### src/rtl/hs_pattern_master.sv
// Valid/ready burst source: counter, LFSR or constant data, programmable length and inter-beat gap.
// Latency: start sampled on edge N gives M_valid=1 after edge N; final handshake -> done -> IDLE (2 cycles to next beat).
// Backpressure: M_valid/M_data/M_last hold stable until M_ready; data and beat_cnt advance only on a handshake.
// Ports: clk, rst (async active-low); start/mode/seed/burst_len/gap = burst request and config (sampled in IDLE);
//        M_data/M_valid/M_last/M_ready = output stream; busy (SEND or GAP), done (1-cycle pulse), beat_cnt.
module hs_pattern_master #(
    parameter int                 DATA_W = 8,
    parameter int                 LEN_W  = 8,
    parameter int                 GAP_W  = 4,
    parameter logic [DATA_W-1:0]  TAPS   = 8'hB8
) (
    input  logic              clk,
    input  logic              rst,
    input  logic              start,
    input  logic [1:0]        mode,
    input  logic [DATA_W-1:0] seed,
    input  logic [LEN_W-1:0]  burst_len,
    input  logic [GAP_W-1:0]  gap,
    input  logic              M_ready,
    output logic [DATA_W-1:0] M_data,
    output logic              M_valid,
    output logic              M_last,
    output logic              busy,
    output logic              done,
    output logic [LEN_W-1:0]  beat_cnt
);

    typedef enum logic [1:0] {
        S_IDLE = 2'd0,
        S_SEND = 2'd1,
        S_GAP  = 2'd2,
        S_DONE = 2'd3
    } state_t;

    state_t             state;
    logic [1:0]         mode_q;
    logic [LEN_W-1:0]   len_q;
    logic [GAP_W-1:0]   gap_q;
    logic [GAP_W-1:0]   gap_cnt;

    // Next data value for the latched mode; constant mode covers both 2 and 3.
    function automatic logic [DATA_W-1:0] next_data(input logic [1:0] m, input logic [DATA_W-1:0] d);
        logic [DATA_W-1:0] r;
        case (m)
            2'd0:    r = d + DATA_W'(1);
            2'd1:    r = {d[DATA_W-2:0], ^(d & TAPS)};
            default: r = d;
        endcase
        return r;
    endfunction

    always_ff @(posedge clk or negedge rst) begin
        if (!rst) begin
            state    <= S_IDLE;
            mode_q   <= '0;
            len_q    <= '0;
            gap_q    <= '0;
            gap_cnt  <= '0;
            M_data   <= '0;
            M_valid  <= 1'b0;
            M_last   <= 1'b0;
            busy     <= 1'b0;
            done     <= 1'b0;
            beat_cnt <= '0;
        end else begin
            done <= 1'b0;
            case (state)
                S_IDLE: begin
                    // A zero-length request is dropped without leaving IDLE.
                    if (start && (burst_len != '0)) begin
                        state    <= S_SEND;
                        mode_q   <= mode;
                        len_q    <= burst_len;
                        gap_q    <= gap;
                        beat_cnt <= '0;
                        M_valid  <= 1'b1;
                        busy     <= 1'b1;
                        M_last   <= (burst_len == LEN_W'(1));
                        // An all-zero LFSR would lock up, so seed 0 becomes 1.
                        if ((mode == 2'd1) && (seed == '0))
                            M_data <= DATA_W'(1);
                        else
                            M_data <= seed;
                    end
                end
                S_SEND: begin
                    // M_valid is always 1 here, so M_ready alone marks a handshake.
                    if (M_ready) begin
                        beat_cnt <= beat_cnt + LEN_W'(1);
                        M_data   <= next_data(mode_q, M_data);
                        if (M_last) begin
                            state   <= S_DONE;
                            M_valid <= 1'b0;
                            M_last  <= 1'b0;
                            busy    <= 1'b0;
                            done    <= 1'b1;
                        end else if (gap_q != '0) begin
                            state   <= S_GAP;
                            M_valid <= 1'b0;
                            M_last  <= 1'b0;
                            gap_cnt <= gap_q - GAP_W'(1);
                        end else begin
                            M_last  <= ((beat_cnt + LEN_W'(1)) == (len_q - LEN_W'(1)));
                        end
                    end
                end
                S_GAP: begin
                    // gap_cnt starts at gap-1 so GAP lasts exactly gap cycles.
                    if (gap_cnt == '0) begin
                        state   <= S_SEND;
                        M_valid <= 1'b1;
                        M_last  <= (beat_cnt == (len_q - LEN_W'(1)));
                    end else begin
                        gap_cnt <= gap_cnt - GAP_W'(1);
                    end
                end
                S_DONE: begin
                    state <= S_IDLE;
                end
                default: begin
                    state <= S_IDLE;
                end
            endcase
        end
    end

endmodule

### config.mk
export PLATFORM = sky130hd
export DESIGN_NAME = hs_pattern_master
export DESIGN_NICKNAME = d
export VERILOG_FILES = /design/src/rtl/hs_pattern_master.sv
export SDC_FILE = /design/constraint.sdc
export NUM_CORES = 1
export LEC_CHECK = 0
export CORE_ASPECT_RATIO = 1.75
export CORE_MARGIN = 2
export CORE_UTILIZATION = 40
export DETAILED_ROUTE_END_ITERATION = 7
export PLACE_DENSITY_LB_ADDON = 0.15
export SLEW_MARGIN = 30
export SYNTH_ARGS = -nofsm -noshare
export SYNTH_HDL_FRONTEND = slang
export SYNTH_SLANG_ARGS = --single-unit
export TNS_END_PERCENT = 50
### constraint.sdc
create_clock -name clk -period 2.19 [get_ports clk]
set_input_delay 0.657 -clock clk [delete_from_list [all_inputs] [get_ports clk]]
set_output_delay 0.657 -clock clk [all_outputs]
set_load 0.01 [all_outputs]
# Word level (Yosys, flattened, before mapping)
# Cells that the tools add are included.
# W data, S select, Z words.
[totals]
regBits = 40
inputBits = 26
elab_cells = 90
[classes]
n_addsub = 5
eq_ne = 17
mux = 37
n_reduce_logical = 20
[op_table]
columns = ["op", "count"]
rows = [
  ["$pmux W8 S2", 3],
  ["$mux W8", 5],
  ["$add A8 B1 Y8 const B", 2],
  ["$eq A8 B8 Y1", 2],
  ["$mux W4", 4],
  ["$reduce_and A4 Y1", 4],
  ["$mux W1", 15],
  ["$ne A2 B2 Y1 const B", 7],
  ["$mux W2", 5],
  ["$reduce_and A5 Y1", 2],
  ["$eq A8 B1 Y1 const B", 1],
  ["$logic_not A8 Y1", 1],
  ["$pmux W2 S4", 1],
  ["$pmux W4 S2", 1],
  ["$reduce_bool A8 Y1", 1],
  ["$reduce_xor A8 Y1", 1],
  ["$sub A4 B1 Y4 const B", 2],
  ["$sub A8 B1 Y8 const B", 1],
  ["$eq A2 B1 Y1 const B", 3],
  ["$pmux W1 S3", 2],
  ["$eq A2 B2 Y1 const B", 2],
  ["$logic_not A2 Y1", 2],
  ["$logic_not A4 Y1", 1],
  ["$reduce_bool A2 Y1", 2],
  ["8 further kinds", 9],
]

# Logic depth before layout (Yosys ltp)
[logic_depth]
word_depth = 6
depth_mapped = 9
mapped_depth_nobuf = 8

# Worst setup path after synthesis
# No wires, ideal clock.
[synth_path]
path_type = "register to register"
startpoint = "register state[0]"
endpoint = "register len_q[4]"
t_arrival_ps = 2148
required_time_ps = 2063
setup_slack_ps = -86
path_stages_with_launch = 7
synth_period_minus_slack_ps = 2276
path_cell_list = "dfrtp_1 inv_1 ha_1 inv_1 a211oi_1 clkbuf_1 mux2_1"
[synth_between]
elab_chain_len = 2
[synth_rtl]
columns = ["element", "line", "source"]
rows = [
  ["from (decl)", "35", "state_t state;"],
  ["from (signal assigned)", "54", "state <= S_IDLE;"],
  ["from (signal assigned)", "71", "state <= S_SEND;"],
  ["from (signal assigned)", "92", "state <= S_DONE;"],
  ["$logic_not A2 Y1", "67", "case (state)"],
  ["$reduce_and A2 Y1 (no line)", "--", ""],
  ["to (signal assigned)", "73", "len_q <= burst_len;"],
  ["to (decl)", "37", "logic [LEN_W-1:0] len_q;"],
]
# Every way passes these cells.
# A chain may end at the register's enable or synchronous reset.

# Final worst setup path
[layout_path]
startpoint = "register gap_q[1]"
endpoint = "register M_last"
[layout_between]
elab_chain_len = 5
[layout_rtl]
columns = ["element", "line", "source"]
rows = [
  ["from (decl)", "38", "logic [GAP_W-1:0] gap_q;"],
  ["from (signal assigned)", "74", "gap_q <= gap;"],
  ["$reduce_bool A4 Y1", "97", "end else if (gap_q != '0) begin"],
  ["$mux W1", "97", ""],
  ["$mux W1", "91", "if (M_last) begin"],
  ["$mux W1", "88", "if (M_ready) begin"],
  ["$pmux W1 S3", "67", ""],
  ["to (signal assigned)", "78", "M_last <= (burst_len == LEN_W'(1));"],
  ["to (signal assigned)", "103", "M_last <= ((beat_cnt + LEN_W'(1)) == (len_q - LEN_W'(1)));"],
  ["to (signal assigned)", "112", "M_last <= (beat_cnt == (len_q - LEN_W'(1)));"],
  ["to (decl)", "22", "output logic M_last,"],
]
# Every way passes these cells. The select of a mux whose other input is x is not followed.

==> summary.txt <==
Final layout
  • Area grow syn2layout: 41.32%
  • FILL cells: 599
  • Area of the multi-input gates: 0.001599 mm2
  • Storage cell area: 0.001001 mm2
  • Total Nets Final: 417
  • Layout cells sized above 1: 20.68%
  • Diodes inserted: 0
  • Layout Cells excl Fill: 464

Timing
  • RSZ-0062 raised after global routing: yes
  • Period utilization: 107.3%
  • Setup TNS: -0.1593 ns
  • Setup violators final: 1
  • Max transition margin: 65.30%
  • Slew of the pin with the lowest slew margin: 0.5205 ns
  • Setup slack after layout: -0.1593 ns
  • Final Hold Viols: 0
  • Final Slew Violations: 0
  • Fmax: 425.7 MHz
  • Clk_skew: 0.005771 ns
  • Minimum clock period: 2.349 ns

Floorplan
  • Die Y: 111.6 um
  • IO Pins: 46
  • Die Span X: 65.49 um
  • Die ar.: 0.007308 mm2
  • Initial core utilization: 40.78%
  • Row count: 39
  • Core area: 0.006490 mm2

Place
  • Pre-CTS WS: -0.2874 ns
  • IO buf count: 45
  • Cells after DPL: 455
  • Placer congestion estimate: 0.8835
  • DP Wirelength: 5505 um

Synth
  • Total number of yosys warnings: 0
  • Synth Cell Area: 0.002646 mm2
  • Synth Register Bits: 40
  • Largest cells by area after synthesis: dfrtp_1 (38%), ha_1 (4.7%), nor2_1 (4.7%), mux2_1 (4.3%), mux2i_1 (4.2%)
  • Synth Net Count: 324
  • Ys flop type: dfrtp_1
  • Yosys cell types: 49
  • Post-synth EDFFs: 0
  • Post-Syn Area per Cell: 9.189 um2
  • Synth top area share: 37.83%
  • Mapped Cells: 288
  • Sequential area share after synthesis: 37.83%
  • Cell taking the most area after synthesis: dfrtp_1
  • Asr flop ratio synth: 100.0%

Power
  • Leakage: 0.001680 uW
  • Pwr dens: 1437 mW/mm2
  • Worst IR Drop VDD: 0.0008546 V
  • Pwr Total: 5374 uW

Clock tree
  • H-Tree Depth: 2
  • Worst-Skew Late Latency: 0.29 ns
  • Clock tree sinks: 40
  • Longest Clk Path Bufs: 2
  • Hold buffer count at cts: 0
  • CTS tree: yes
  • Root buffer cell: clkbuf_16
  • Clk pin slew, worst setup/hold paths: 0.06 ns
  • Inserted Clock Buffers: 5

Global routing
  • Global route overflow: 0
  • Initial antenna violation count: 0
  • First-pass GRT wire length: 11,790 um
  • Largest net degree at the start of global routing: 41
  • Vias in the first global route: 2,522
  • Total track usage: 20.98%

Route
  • DRT Pass-1 Iters: 4
  • Routed vias/inst: 5.313
  • Post-route ant nets: 0
  • DRC viols: 0
  • DR vias: 2,465
  • DR WL/cell: 15.18 um
  • Routed WL: 7042 um
  • Initial DRC count: 106

Flow run
  • Maxcap violations: 0

Hold path
  • Hold crit path type: input port to asynchronous set/reset pin

Worst setup path
  • Worst R2R Start: gap_q[1]
  • Worst EP arrival: 2.58 ns
  • Crit end category: register
  • Worst setup path category: register to register
  • Critical Path Slowest Stage Cell: or4_4
  • WP data required: 2.42 ns
  • FF-to-FF End: M_last
  • Cells on worst reg2reg path: 6
  • Max FO, Critical Path: 2
  • R2R Setup Slk: -0.16 ns
  • Delay of the slowest cell on the worst path: 0.55 ns
  • Most frequent CP cell: or4_4
  • Startpoint Class: register
  • CP cell instances: or4_4 > or3b_4 > or4_4 > nor4b_4 > nand4b_1 > nand2_1

Status
  • Status: finished, violations left
  • Failing checks: setup timing
==> cells in the mapped netlist (2+ instances only) <==
library cell  number
nor3_1             4
a21oi_1           16
clkbuf_1          10
nor4_1             3
a211oi_1           2
nor2_1            33
o21ai_0           11
nand4_1            5
xnor2_1           11
nand2b_1           7
xor2_1             7
inv_1             11
a22o_1             2
nand3_1           11
o22ai_1            2
ha_1              10
a22oi_1            3
o31ai_1            2
nor2b_1            2
a31oi_1            4
nand2_1           21
mux2_1            10
or4_1              3
mux2_2             8
mux2i_1           11
o21ai_1           14
and3_1             4
dfrtp_1           40
==> placed cells by master (no fill, tap or decap), types with 3 or more instances in the layout <==
| cell type | n |
|---|---|
| nand4_1 | 5 |
| dfrtp_1 | 40 |
| nand2b_1 | 7 |
| o21ai_1 | 14 |
| nand2_1 | 21 |
| xnor2_1 | 11 |
| nand3_1 | 11 |
| and3_1 | 4 |
| nor3_1 | 4 |
| ha_1 | 10 |
| clkbuf_16 | 5 |
| a22oi_1 | 3 |
| buf_4 | 51 |
| dlymetal6s2s_1 | 6 |
| mux2i_1 | 11 |
| a31oi_1 | 4 |
| nor4_2 | 3 |
| xor2_1 | 7 |
| clkdlybuf4s50_1 | 38 |
| o21ai_0 | 11 |
| a21oi_1 | 15 |
| nor2_1 | 33 |
| mux2_2 | 8 |
| mux2_1 | 10 |
| inv_1 | 11 |
==> repair_timing <==
item,in CTS,in global routing
gates cloned,0,0
pin swaps,0,5
setup endpoints to repair,1,12
resized for setup,3,9
buffers inserted,0,1
==> where the power goes <==
| group | internal (uW) | leakage, uW | switching [uW] | total [uW] |
|---|---|---|---|---|
| Sequential | 1070 | 0.000486 | 374 | 1440 |
| Clock | 448 | 0.0000766 | 283 | 731 |
| Combinational | 1680 | 0.00112 | 1520 | 3200 |
| Total | 3200 | 0.00168 | 2170 | 5370 |
==> area by class of cell <==
type | instances | share of cell area [%]
clock buffers | 6 | 3.714
clock inverters | 2 | 0.2676
inverters | 12 | 1.204
multi-input cells | 226 | 42.76
flip-flops and latches | 40 | 26.76
well taps | 82 | 2.743
repair buffers | 96 | 22.55
==> cell families (layout without fill, tap and decap cells) <==
| group | count (synthesis) | count (layout) | share of synthesized area [%] |
|---|---|---|---|
| flip-flops | 40 | 40 | 37.83 |
| AND/OR/NAND/NOR | 103 | 103 | 20.24 |
| AO/OA/AOI/OAI | 64 | 64 | 14.52 |
| multiplexers | 29 | 29 | 11.82 |
| adder cells (fa/ha/maj) | 10 | 10 | 4.728 |
| buffers and inverters | 22 | 116 | 3.121 |
| XOR/XNOR | 20 | 20 | 7.754 |
==> critical path, delay by kind of cell (launching register included) <==
| family | cells | cell delay, ns |
|---|---|---|
| DFF | 1 | 0.38 |
| and+or+nand+nor | 6 | 1.91 |
==> state kept, by name (all words and copies together), names as in the netlist <==
| name | cells |
|---|---|
| gap_q | 4 |
| beat_cnt | 8 |
| M_last | 1 |
| gap_cnt | 4 |
| M_valid | 1 |
| busy | 1 |
| mode_q | 2 |
| M_data | 8 |
| len_q | 8 |
| done | 1 |
| state | 2 |
==> per-stage QoR <==
step	hold WS, ns	area, um2	util, %
floorplan	0.3614	2651	-
global placement	0.4864	3537	54.50
detailed placement	0.4798	3537	54.50
CTS	0.4468	3701	57.03
global route	0.4714	3740	57.62
finish	0.4259	3740	57.62
==> worst max-delay path by stage <==
stage               slack [ns]  cells past startpoint         start        end
floorplan                -0.03                      6      gap_q[1]     M_last
global placement         -0.27                      9  burst_len[3]  M_data[6]
detailed placement       -0.29                      9  burst_len[3]  M_data[6]
CTS                      -0.16                      6      gap_q[1]     M_last
finish                   -0.16                      6      gap_q[1]     M_last
global route             -0.27                      6      gap_q[1]     M_last
==> metal layers <==
layer,wire length [um],global-route usage [%]
met3,224,3.636
met2,4048,39.73
met1,2587,21.47
met4,182,9.444
met5,0,0
Note: power is estimated with default switching activity, not from simulation.
